<file path="config.mk">
export PLATFORM = sky130hd
export DESIGN_NAME = irq_ctrl_flat
export DESIGN_NICKNAME = d
export VERILOG_FILES = /design/src/rtl/irq_ctrl_if.sv /design/src/rtl/irq_ctrl.sv /design/src/flat_wrapper.sv
export SDC_FILE = /design/constraint.sdc
export NUM_CORES = 1
export LEC_CHECK = 0
export ABC_CLOCK_PERIOD_IN_PS = 1350
export CAP_MARGIN = 20
export CORE_ASPECT_RATIO = 0.5
export CORE_UTILIZATION = 25
export CTS_CLUSTER_DIAMETER = 200
export DETAILED_ROUTE_END_ITERATION = 6
export DONT_BUFFER_PORTS = 1
export GPL_TIMING_DRIVEN = 0
export PLACE_DENSITY = 0.5
export RECOVER_POWER = 50
export SYNTH_ARGS = -nofsm -noshare
export SYNTH_HDL_FRONTEND = slang
export SYNTH_SLANG_ARGS = --single-unit
</file>
<file path="constraint.sdc">
create_clock -name clk -period 1.35 [get_ports clk]
set_clock_uncertainty 0.1 [all_clocks]
set_input_delay 0.0675 -clock clk [delete_from_list [all_inputs] [get_ports clk]]
set_output_delay 0.0675 -clock clk [all_outputs]
set_load 0.02 [all_outputs]
</file>
<file path="src/rtl/irq_ctrl_if.sv">
// CPU-side MMIO bus and interrupt vector handshake for irq_ctrl.
// The CPU drives the master modport; the controller uses the slave modport.
interface irq_ctrl_if #(
    parameter int ID_W = 3
);
    logic [15:0]     a;
    logic [7:0]      din;
    logic [7:0]      dout;
    logic            rd;
    logic            wr;
    logic            sel;
    logic            cpu_irq;
    logic [ID_W-1:0] cpu_irq_id;
    logic            cpu_irq_ack;
    logic [ID_W-1:0] cpu_ack_id;
    logic            wake;

    modport master (
        output a, din, rd, wr, cpu_irq_ack, cpu_ack_id,
        input  dout, sel, cpu_irq, cpu_irq_id, wake
    );

    modport slave (
        input  a, din, rd, wr, cpu_irq_ack, cpu_ack_id,
        output dout, sel, cpu_irq, cpu_irq_id, wake
    );
endinterface

</file>
<file path="src/rtl/irq_ctrl.sv">
// Interrupt controller: IE/IF/IM registers, level/edge trigger detection,
// fixed priority (bit 0 highest) and a CPU acknowledge handshake.
module irq_ctrl #(
    parameter int                 NUM_IRQ  = 5,
    parameter int                 ID_W     = 3,
    parameter logic [15:0]        ADDR_IE  = 16'hFFFF,
    parameter logic [15:0]        ADDR_IF  = 16'hFF0F,
    parameter logic [15:0]        ADDR_IM  = 16'hFF7F,
    parameter logic [NUM_IRQ-1:0] IM_RESET = '0
) (
    input  logic               clk,
    input  logic               rst,
    input  logic [NUM_IRQ-1:0] req,
    irq_ctrl_if.slave          bus
);

    logic [NUM_IRQ-1:0] ie_q, ie_d;
    logic [NUM_IRQ-1:0] if_q, if_d;
    logic [NUM_IRQ-1:0] im_q, im_d;
    logic [NUM_IRQ-1:0] req_q, req_d;
    logic [NUM_IRQ-1:0] hit;
    logic [NUM_IRQ-1:0] pend;
    logic               sel_ie, sel_if, sel_im;
    logic               ack_ok;
    logic [ID_W-1:0]    irq_id;
    logic [7:0]         rdata;
    logic               unused_bus;

    assign sel_ie = (bus.a == ADDR_IE);
    assign sel_if = (bus.a == ADDR_IF);
    assign sel_im = (bus.a == ADDR_IM);
    assign pend   = ie_q & if_q;

    // Edge-mode bits only hit on a rising request; req_q resets low so a
    // request held through reset release is seen as an edge.
    assign hit    = req & ~(im_q & req_q);
    assign ack_ok = bus.cpu_irq_ack & (|pend);

    always_comb begin
        req_d = req;
        ie_d  = ie_q;
        im_d  = im_q;
        if (bus.wr && sel_ie) ie_d = bus.din[NUM_IRQ-1:0];
        if (bus.wr && sel_im) im_d = bus.din[NUM_IRQ-1:0];
        if_d = if_q;
        for (int i = 0; i < NUM_IRQ; i++) begin
            if (hit[i])
                if_d[i] = 1'b1;
            else if (bus.wr && sel_if)
                if_d[i] = bus.din[i];
            else if (ack_ok && (bus.cpu_ack_id == ID_W'(i)))
                if_d[i] = 1'b0;
        end
    end

    always_ff @(posedge clk or negedge rst) begin
        if (!rst) begin
            ie_q  <= '0;
            if_q  <= '0;
            im_q  <= IM_RESET;
            req_q <= '0;
        end else begin
            ie_q  <= ie_d;
            if_q  <= if_d;
            im_q  <= im_d;
            req_q <= req_d;
        end
    end

    always_comb begin
        irq_id = '0;
        for (int i = NUM_IRQ - 1; i >= 0; i--) begin
            if (pend[i]) irq_id = ID_W'(i);
        end
    end

    // IF reads include this cycle's hits so a request is visible immediately.
    always_comb begin
        rdata = 8'hFF;
        if (sel_ie) begin
            rdata = 8'(ie_q);
        end else if (sel_if) begin
            rdata = 8'hFF;
            rdata[NUM_IRQ-1:0] = if_q | hit;
        end else if (sel_im) begin
            rdata = 8'(im_q);
        end
    end

    assign bus.dout       = rdata;
    assign bus.sel        = sel_ie | sel_if | sel_im;
    assign bus.cpu_irq    = |pend;
    assign bus.cpu_irq_id = irq_id;
    assign bus.wake       = |pend;

    assign unused_bus = &{1'b0, bus.rd, bus.din};

endmodule

</file>
<file path="src/flat_wrapper.sv">
// flat-port wrapper written by rule: the top's interface ports become plain ports
module irq_ctrl_flat 
#(
    parameter int                 NUM_IRQ  = 5,
    parameter int                 ID_W     = 3,
    parameter logic [15:0]        ADDR_IE  = 16'hFFFF,
    parameter logic [15:0]        ADDR_IF  = 16'hFF0F,
    parameter logic [15:0]        ADDR_IM  = 16'hFF7F,
    parameter logic [NUM_IRQ-1:0] IM_RESET = '0
)
  (clk, rst, req, bus_a, bus_din, bus_rd, bus_wr, bus_cpu_irq_ack, bus_cpu_ack_id, bus_dout, bus_sel, bus_cpu_irq, bus_cpu_irq_id, bus_wake);
  irq_ctrl_if #(.ID_W(ID_W)) bus_i ();
  input  logic clk;
  input  logic rst;
  input  logic [NUM_IRQ-1:0] req;
  input wire logic [$bits(bus_i.a)-1:0] bus_a;
  input wire logic [$bits(bus_i.din)-1:0] bus_din;
  input wire logic [$bits(bus_i.rd)-1:0] bus_rd;
  input wire logic [$bits(bus_i.wr)-1:0] bus_wr;
  input wire logic [$bits(bus_i.cpu_irq_ack)-1:0] bus_cpu_irq_ack;
  input wire logic [$bits(bus_i.cpu_ack_id)-1:0] bus_cpu_ack_id;
  output wire logic [$bits(bus_i.dout)-1:0] bus_dout;
  output wire logic [$bits(bus_i.sel)-1:0] bus_sel;
  output wire logic [$bits(bus_i.cpu_irq)-1:0] bus_cpu_irq;
  output wire logic [$bits(bus_i.cpu_irq_id)-1:0] bus_cpu_irq_id;
  output wire logic [$bits(bus_i.wake)-1:0] bus_wake;
  assign bus_i.a = bus_a;
  assign bus_i.din = bus_din;
  assign bus_i.rd = bus_rd;
  assign bus_i.wr = bus_wr;
  assign bus_i.cpu_irq_ack = bus_cpu_irq_ack;
  assign bus_i.cpu_ack_id = bus_cpu_ack_id;
  assign bus_dout = bus_i.dout;
  assign bus_sel = bus_i.sel;
  assign bus_cpu_irq = bus_i.cpu_irq;
  assign bus_cpu_irq_id = bus_i.cpu_irq_id;
  assign bus_wake = bus_i.wake;
  irq_ctrl #(.NUM_IRQ(NUM_IRQ), .ID_W(ID_W), .ADDR_IE(ADDR_IE), .ADDR_IF(ADDR_IF), .ADDR_IM(ADDR_IM), .IM_RESET(IM_RESET)) u_core (.clk(clk), .rst(rst), .req(req), .bus(bus_i));
endmodule
</file>
# Yosys cells after proc, flatten, opt, wreduce, memory -nomap -nowiden
# Cells that the tools add are included.
# totals
ff_bits,20
word_cells,61
out_inout_bits,14
input_bits,37
# classes
reduce_logical,15
eq_ne,7
mux,23
bitwise,8
# ops
operator,n
$eq A16 B16 Y1 const B,3
$mux W8,3
$and A5 B5 Y5,3
$mux W1,15
$mux W3,5
$reduce_bool A3 Y1,5
$logic_and A1 B1 Y1,8
$eq A3 B2 Y1 const B,2
$not A5 Y5,1
$or A5 B5 Y5,1
$reduce_or A5 Y1,1
$eq A3 B1 Y1 const B,1
$eq A3 B3 Y1 const B,1
$logic_not A3 Y1,1
$or A1 B1 Y1,2
$and A1 B1 Y1,1

# Longest topological paths before layout
# Gate-level depths: netlist of the first run.
# logic_depth
depth_word,7
depth_mapped,5
ltp_nobuf,4

# Least setup slack after synthesis of the first run
# Ideal clock, no wire load.
# synth_path
kind,input to output
start,in bus_a[4]
end,out bus_sel
stages,2
n_path_buf,0
setup_slack_ns,-0.589
arrival_time_ns,1.771
required_ns,1.183
cell_sequence,or4_4 -> a2111oi_0
# synth_via
elab_chain_cells,3
word_cells_on_any_way,5
cone_classes,3 x eq/ne; 2 x bitwise
# synth_rtl
element,line,source
"start, declared",flat_wrapper.sv:16,input wire logic [$bits(bus_i.a)-1:0] bus_a;
$eq A16 B16 Y1 (on tied branches),"irq_ctrl.sv:29, irq_ctrl.sv:30",
$or A1 B1 Y1,irq_ctrl.sv:91,assign bus.sel = sel_ie | sel_if | sel_im;
$or A1 B1 Y1 *,irq_ctrl.sv:91,
"end, declared",flat_wrapper.sv:23,output wire logic [$bits(bus_i.sel)-1:0] bus_sel;
# Mark *: on every way between the ends. The rest lies on a longest branch, timed or not.

# Worst setup path after layout of the first run
# layout_path
start,reg u_core.im_q[3]
end,out bus_dout[3]
# layout_via
elab_chain_cells,6
word_cells_on_any_way,7
cone_classes,3 x mux; 4 x bitwise
# layout_rtl
element,line,source
"start, declared",irq_ctrl.sv:19,"logic [NUM_IRQ-1:0] im_q, im_d;"
"start signal, assigned",irq_ctrl.sv:65,im_q <= im_d;
$and A5 B5 Y5,irq_ctrl.sv:36,assign hit = req & ~(im_q & req_q);
$not A5 Y5,irq_ctrl.sv:36,
$and A5 B5 Y5,irq_ctrl.sv:36,
$or A5 B5 Y5,irq_ctrl.sv:84,rdata[NUM_IRQ-1:0] = if_q | hit;
$mux W8 *,irq_ctrl.sv:82,end else if (sel_if) begin
$mux W8 *,irq_ctrl.sv:80,if (sel_ie) begin
"end, declared",flat_wrapper.sv:22,output wire logic [$bits(bus_i.dout)-1:0] bus_dout;
# Marked as above.

==> results of run 1 <==
-- placed cells by master, fill, tap and decap left out, types with 2 or more instances in the layout --
cell type      instances
nor4_4                 2
dfrtp_1               20
mux2_2                 5
nand2_2                4
nand4_4                2
dlygate4sd3_1         15
inv_1                 10
a31oi_1                3
nand2_1                2
buf_4                 24
a221oi_2               5
buf_6                  6
a21boi_2               5
a22oi_2                2
nor2_1                 6
clkbuf_8               4
a21o_1                 5
a31o_1                 2
mux2_4                 5
-- final cells by class --
type / instances / area [µm²] / share of cell area, %
Multi-Input combinational cell: 75 / 802 / 42.0
Sequential cell: 20 / 500 / 26.2
Timing Repair Buffer: 41 / 358 / 18.7
Tap cell: 66 / 82.6 / 4.32
Buffer: 6 / 58.8 / 3.08
Clock buffer: 3 / 41.3 / 2.16
Inverter: 10 / 37.5 / 1.96
Clock inverter: 1 / 30.0 / 1.57
-- metrics by stage --
step / instances / hold slack, ns
after floorplan: 111 / -0.328
after global placement: 177 / -0.328
after detailed placement: 177 / -0.328
after CTS: 219 / 0.00300
after global routing: 222 / 0.00146
final: 222 / -0.00693
-- worst max-delay path: stages (launching register included) --
cell,delay (ns)
dfrtp_1,0.39
a21boi_2,0.17
nor2_1,0.06
a221oi_1,0.24
a21o_1,0.22
-- routing by layer --
metal,track usage [%],vias up,wire (µm)
met1,17.7,562,1470
met5,0,-,0
met4,2.94,0,40
li1,-,507,-
met3,3.20,4,186
met2,24.3,38,1730
-- state kept, by name, indices dropped and copies added, names as in the netlist --
signal	cells
u_core.req_q	5
u_core.im_q	5
u_core.ie_q	5
u_core.if_q	5
-- kinds of logic after synthesis --
logic type	count (synthesis)	synth area share, %
buffers and inverters	16	6.95
multiplexers	10	9.47
AO/OA/AOI/OAI	33	21.5
flip-flops	20	42.1
AND/OR/NAND/NOR	32	20.0
-- power groups by stage --
| stage | clock, mW | sequential, mW | combinational [mW] |
|---|---|---|---|
| 6_report | 0.603 | 0.610 | 0.109 |
| 5_1_grt | 0.647 | 0.611 | 0.118 |
| 4_1_cts | 0.615 | 0.610 | 0.104 |
| 3_5_place_dp | 0 | 0.620 | 0.0391 |
| 3_3_place_gp | 0 | 0.620 | 0.0391 |
| 2_1_floorplan | 0 | 0.619 | 0.0332 |
-- how the worst max path moves through the flow --
stage          cells after the start        endpoint            from
4_1_cts                            4     bus_dout[0]  u_core.im_q[0]
6_report                           4     bus_dout[3]  u_core.im_q[3]
5_1_grt                            4     bus_dout[3]  u_core.im_q[3]
3_5_place_dp                       4  u_core.im_q[0]        bus_a[7]
2_1_floorplan                      5     bus_dout[0]        bus_a[4]
3_3_place_gp                       4  u_core.im_q[0]        bus_a[7]
-- repair_timing --
action                                  CTS  global route
hold buffers                             15             0
endpoints found under the hold margin    40             0
gates cloned                              1             0
pin swaps                                17            13
endpoints found under the setup margin   22            22
buffers inserted                         22             3
resized for setup                        28            16
==> impl_metrics.toml, run 1 <==
[outcome]
status = "complete, but fails checks"
violations = "hold timing, setup timing"

[grt]
grt_max_degree = 21
grt_pass1_wl_mm = 5.33
grt_pass1_vias = 1121
gr-total-overflow = 0
antenna_found_initial = 0
grt_use_total_pct = 13.9

[clocking]
cts_root_buf = "clkbuf_8"
cts_sinks = 20
clk_pin_slew_ns = 0.08
cts_tree = "yes"
h-tree-depth = 1
clockBufferDepth = 2
worst_skew_pair.late_latency_ns = 0.26
cts_buffers = 3

[placement]
placedInstanceArea_mm2 = 0.00131
hpwl_mm = 2.15
gp_congestion = 0.738
pre_cts_slack_ns = -0.414
port_buffers = 0

[routing]
drtIter0Drc = 49
drc = 0
routedWlPerCell_um = 15.4
via_per_inst = 5.00
routed_wl_mm = 3.43
detail-route-antenna-nets = 0
first_pass_iters = 4
vias = 1111

[critical_path]
timing.rr.end = "u_core.if_q[1]"
cp-start-kind = "flip-flop"
crit_path_max_fanout = 2
setup.worst_path.class = "flip-flop to output port"
r2r-start = "u_core.ie_q[1]"
reg2reg_depth = 5
worst_setup_path_end_kind = "output port"
ff2ff_setup_slack_ns = -0.09
critical_path_arrival_ns = 1.34
cp_data_required_time_ns = 1.18

[sta]
setup_slack_ns = -0.160
rsz0062_at_grt = "true"
max_freq_mhz = 662
period_share_pct = 112
finalHoldViolCount = 1
final-max-slew-violation-count = 0
setup_viol = 20
tightestPinTransition_ns = 0.942
fin_setup_tns_ns = -1.38
hold_slack_ns = -0.00693
relSlewSlack_pct = 37.0
min_period_ns = 1.51

[synth]
yosys_warnings = 0
synth_top_cell_area_share_pct = 42.1
syn-num-nets = 148
ys_ff_latch = 20
synth-main-ff-cell = "dfrtp_1"
async_flop_share_pct = 100
avgSynthCellArea_um2 = 10.7
synth_area_mm2 = 0.00119
synth_area_leader_cell = "dfrtp_1"
synth_cell_types = 37
synth_edf_count = 0
postSynthCellCount = 111
seq_area_frac_synth_pct = 42.1
synth.area.top_cells = "dfrtp_1, mux2_1, mux2_2"
synth.most_common_cell = "dfrtp_1"
yosys-top-cells-count = "dfrtp_1, inv_1, nor2_1, a221oi_1"

[floorplanning]
die_x_um = 99.5
fp.coreArea_mm2 = 0.00449
io_pins = 51
dieArea_mm2 = 0.00505
rows = 17
fp.dieH_um = 50.8
start_util_pct = 26.5

[power_and_ir_drop]
power_frac_seq_pct = 46.1
power.total_mw = 1.32
power_density_mw_per_mm2 = 692
combPwrFrac_pct = 8.2
p_int_mw = 1.06
switching_share_pct = 19.9
p_sw_mw = 0.263
irDropWorstVdd_uv = 498
p_clk_share_pct = 45.6
power_leakage_nw = 0.836

[hold_path]
hold_start = "bus_cpu_ack_id[0]"
whs_path_depth = 2
hold_class = "primary input to flip-flop"
hold_path_end = "u_core.if_q[3]"

[final_layout]
fill_cells = 422
fin_nets = 194
utilization_pct = 42.6
final_area_mm2 = 0.00191
areaGrowthSynthToFinish_pct = 60.7
drive_gt1_share_pct = 51.9
diodes = 0

[run]
drv_cap = 0
No activity file was read; power rests on OpenSTA's default activity.
==> inputs of run 2 (changes only) <==
RECOVER_POWER = 100   (was 50)
==> impl_metrics.toml, run 2 (synthesis gave the netlist of run 1 again) <==
[run]
drv_cap = 0

[floorplanning]
die_x_um = 99.5
fp.coreArea_mm2 = 0.00449
dieArea_mm2 = 0.00505
fp.dieH_um = 50.8
io_pins = 51
start_util_pct = 26.5
rows = 17

[hold_path]
hold_class = "primary input to flip-flop"
hold_path_end = "u_core.if_q[3]"
whs_path_depth = 2
hold_start = "bus_cpu_ack_id[0]"

[final_layout]
layout_common_cells = "buf_4, dfrtp_1, dlygate4sd3_1"
fill_cells = 425
final_cells = 222
seq_area_um2 = 500
diodes = 0
areaGrowthSynthToFinish_pct = 59.5
final_area_mm2 = 0.00190
multi_input_area_um2 = 787
fin_nets = 194
drive_gt1_share_pct = 49.4
final_common_cell = "buf_4"

[clocking]
cts_buffers = 3
clockBufferDepth = 2
h-tree-depth = 1
cts_root_buf = "clkbuf_8"
cts_tree = "yes"
clk_pin_slew_ns = 0.08
worst_skew_pair.late_latency_ns = 0.26
cts_sinks = 20

[critical_path]
ff2ff_setup_slack_ns = -0.08
cp-start-kind = "flip-flop"
cp_data_required_time_ns = 1.18
timing.rr.end = "u_core.if_q[3]"
r2r-start = "u_core.if_q[0]"
setup.worst_path.class = "flip-flop to output port"
worst_setup_path_end_kind = "output port"
crit_path_max_fanout = 2
critical_path_arrival_ns = 1.34
reg2reg_depth = 5
cp-startpoint = "u_core.im_q[3]"

[sta]
hold_slack_ns = -0.00186
final-max-slew-violation-count = 0
setup_slack_ns = -0.156
rsz0062_at_grt = "true"
max_freq_mhz = 664
period_share_pct = 112
setup_viol = 15
finalHoldViolCount = 1
relSlewSlack_pct = 36.3
tightestPinTransition_ns = 0.952
min_period_ns = 1.51

[routing]
routed_wl_mm = 3.42
drc = 0
first_pass_iters = 4
via_per_inst = 4.95
detail-route-antenna-nets = 0
routedWlPerCell_um = 15.4
drtIter0Drc = 46
vias = 1100

[placement]
placed_cells_incl_taps = 177
gp_congestion = 0.738
port_buffers = 0
placedInstanceArea_mm2 = 0.00131
hpwl_mm = 2.15

[outcome]
status = "complete, but fails checks"
violations = "hold timing, setup timing"

[grt]
gr-total-overflow = 0
grt_use_total_pct = 13.9
grt_pass1_vias = 1121
grt_max_degree = 21
grt_pass1_wl_mm = 5.33
antenna_found_initial = 0

[power_and_ir_drop]
power_density_mw_per_mm2 = 694
power_leakage_nw = 0.825
irDropWorstVdd_uv = 497
-- run 2: metal layers --
layer / GRT usage, % / vias to the layer above / share of wire, %
met5: 0 / - / 0
met4: 2.94 / 0 / 0.70
met3: 3.20 / 2 / 5.1
met2: 24.3 / 36 / 50
met1: 17.7 / 551 / 44
li1: - / 511 / -
-- run 2: cell type report --
class	instances	area share, %
multi-input cells	75	41.5
flip-flops and latches	20	26.4
clock buffers	3	2.18
inverters	10	1.98
well taps	66	4.36
clock inverters	1	1.58
plain buffers	6	3.10
repair buffers	41	18.9
-- run 2: report_power, final --
part | switching [mW] | total (mW) | internal (mW)
clock | 0.201 | 0.597 | 0.396
combinational | 0.0521 | 0.108 | 0.0560
sequential | 0.00360 | 0.610 | 0.606
total | 0.257 | 1.32 | 1.06
-- run 2: worst max-delay path, cell delays in order (launching register included) --
cell      delay (ns)
dfrtp_1         0.39
a21boi_2        0.17
nor2_1          0.06
a221oi_1        0.24
a21o_1          0.22
-- run 2: stage by stage --
step	utilization, %	total power, mW	worst slack [ns]	setup TNS (ns)	hold slack (ns)
2_1_floorplan	-	0.653	-0.0813	-0.790	-0.328
3_3_place_gp	29.2	0.659	-0.416	-5.52	-0.328
3_5_place_dp	29.2	0.659	-0.414	-5.42	-0.328
4_1_cts	40.1	1.33	-0.175	-1.44	0.00300
5_1_grt	42.2	1.37	-0.238	-2.60	0.00146
6_report	42.2	1.32	-0.156	-1.26	-0.00186
-- run 2: what timing repair did --
item | 4_1_cts | 5_1_grt
gates cloned | 1 | 0
buffers inserted | 22 | 3
hold buffers | 15 | 0
hold endpoints to repair | 40 | 0
pin swaps | 17 | 13
gates resized for setup | 28 | 16
setup endpoints to repair | 22 | 22
-- run 2: worst max-delay path by stage --
stage,endpoint,slack [ns]
5_1_grt,bus_dout[3],-0.24
3_3_place_gp,u_core.im_q[0],-0.42
3_5_place_dp,u_core.im_q[0],-0.41
4_1_cts,bus_dout[0],-0.17
2_1_floorplan,bus_dout[0],-0.08
6_report,bus_dout[3],-0.16
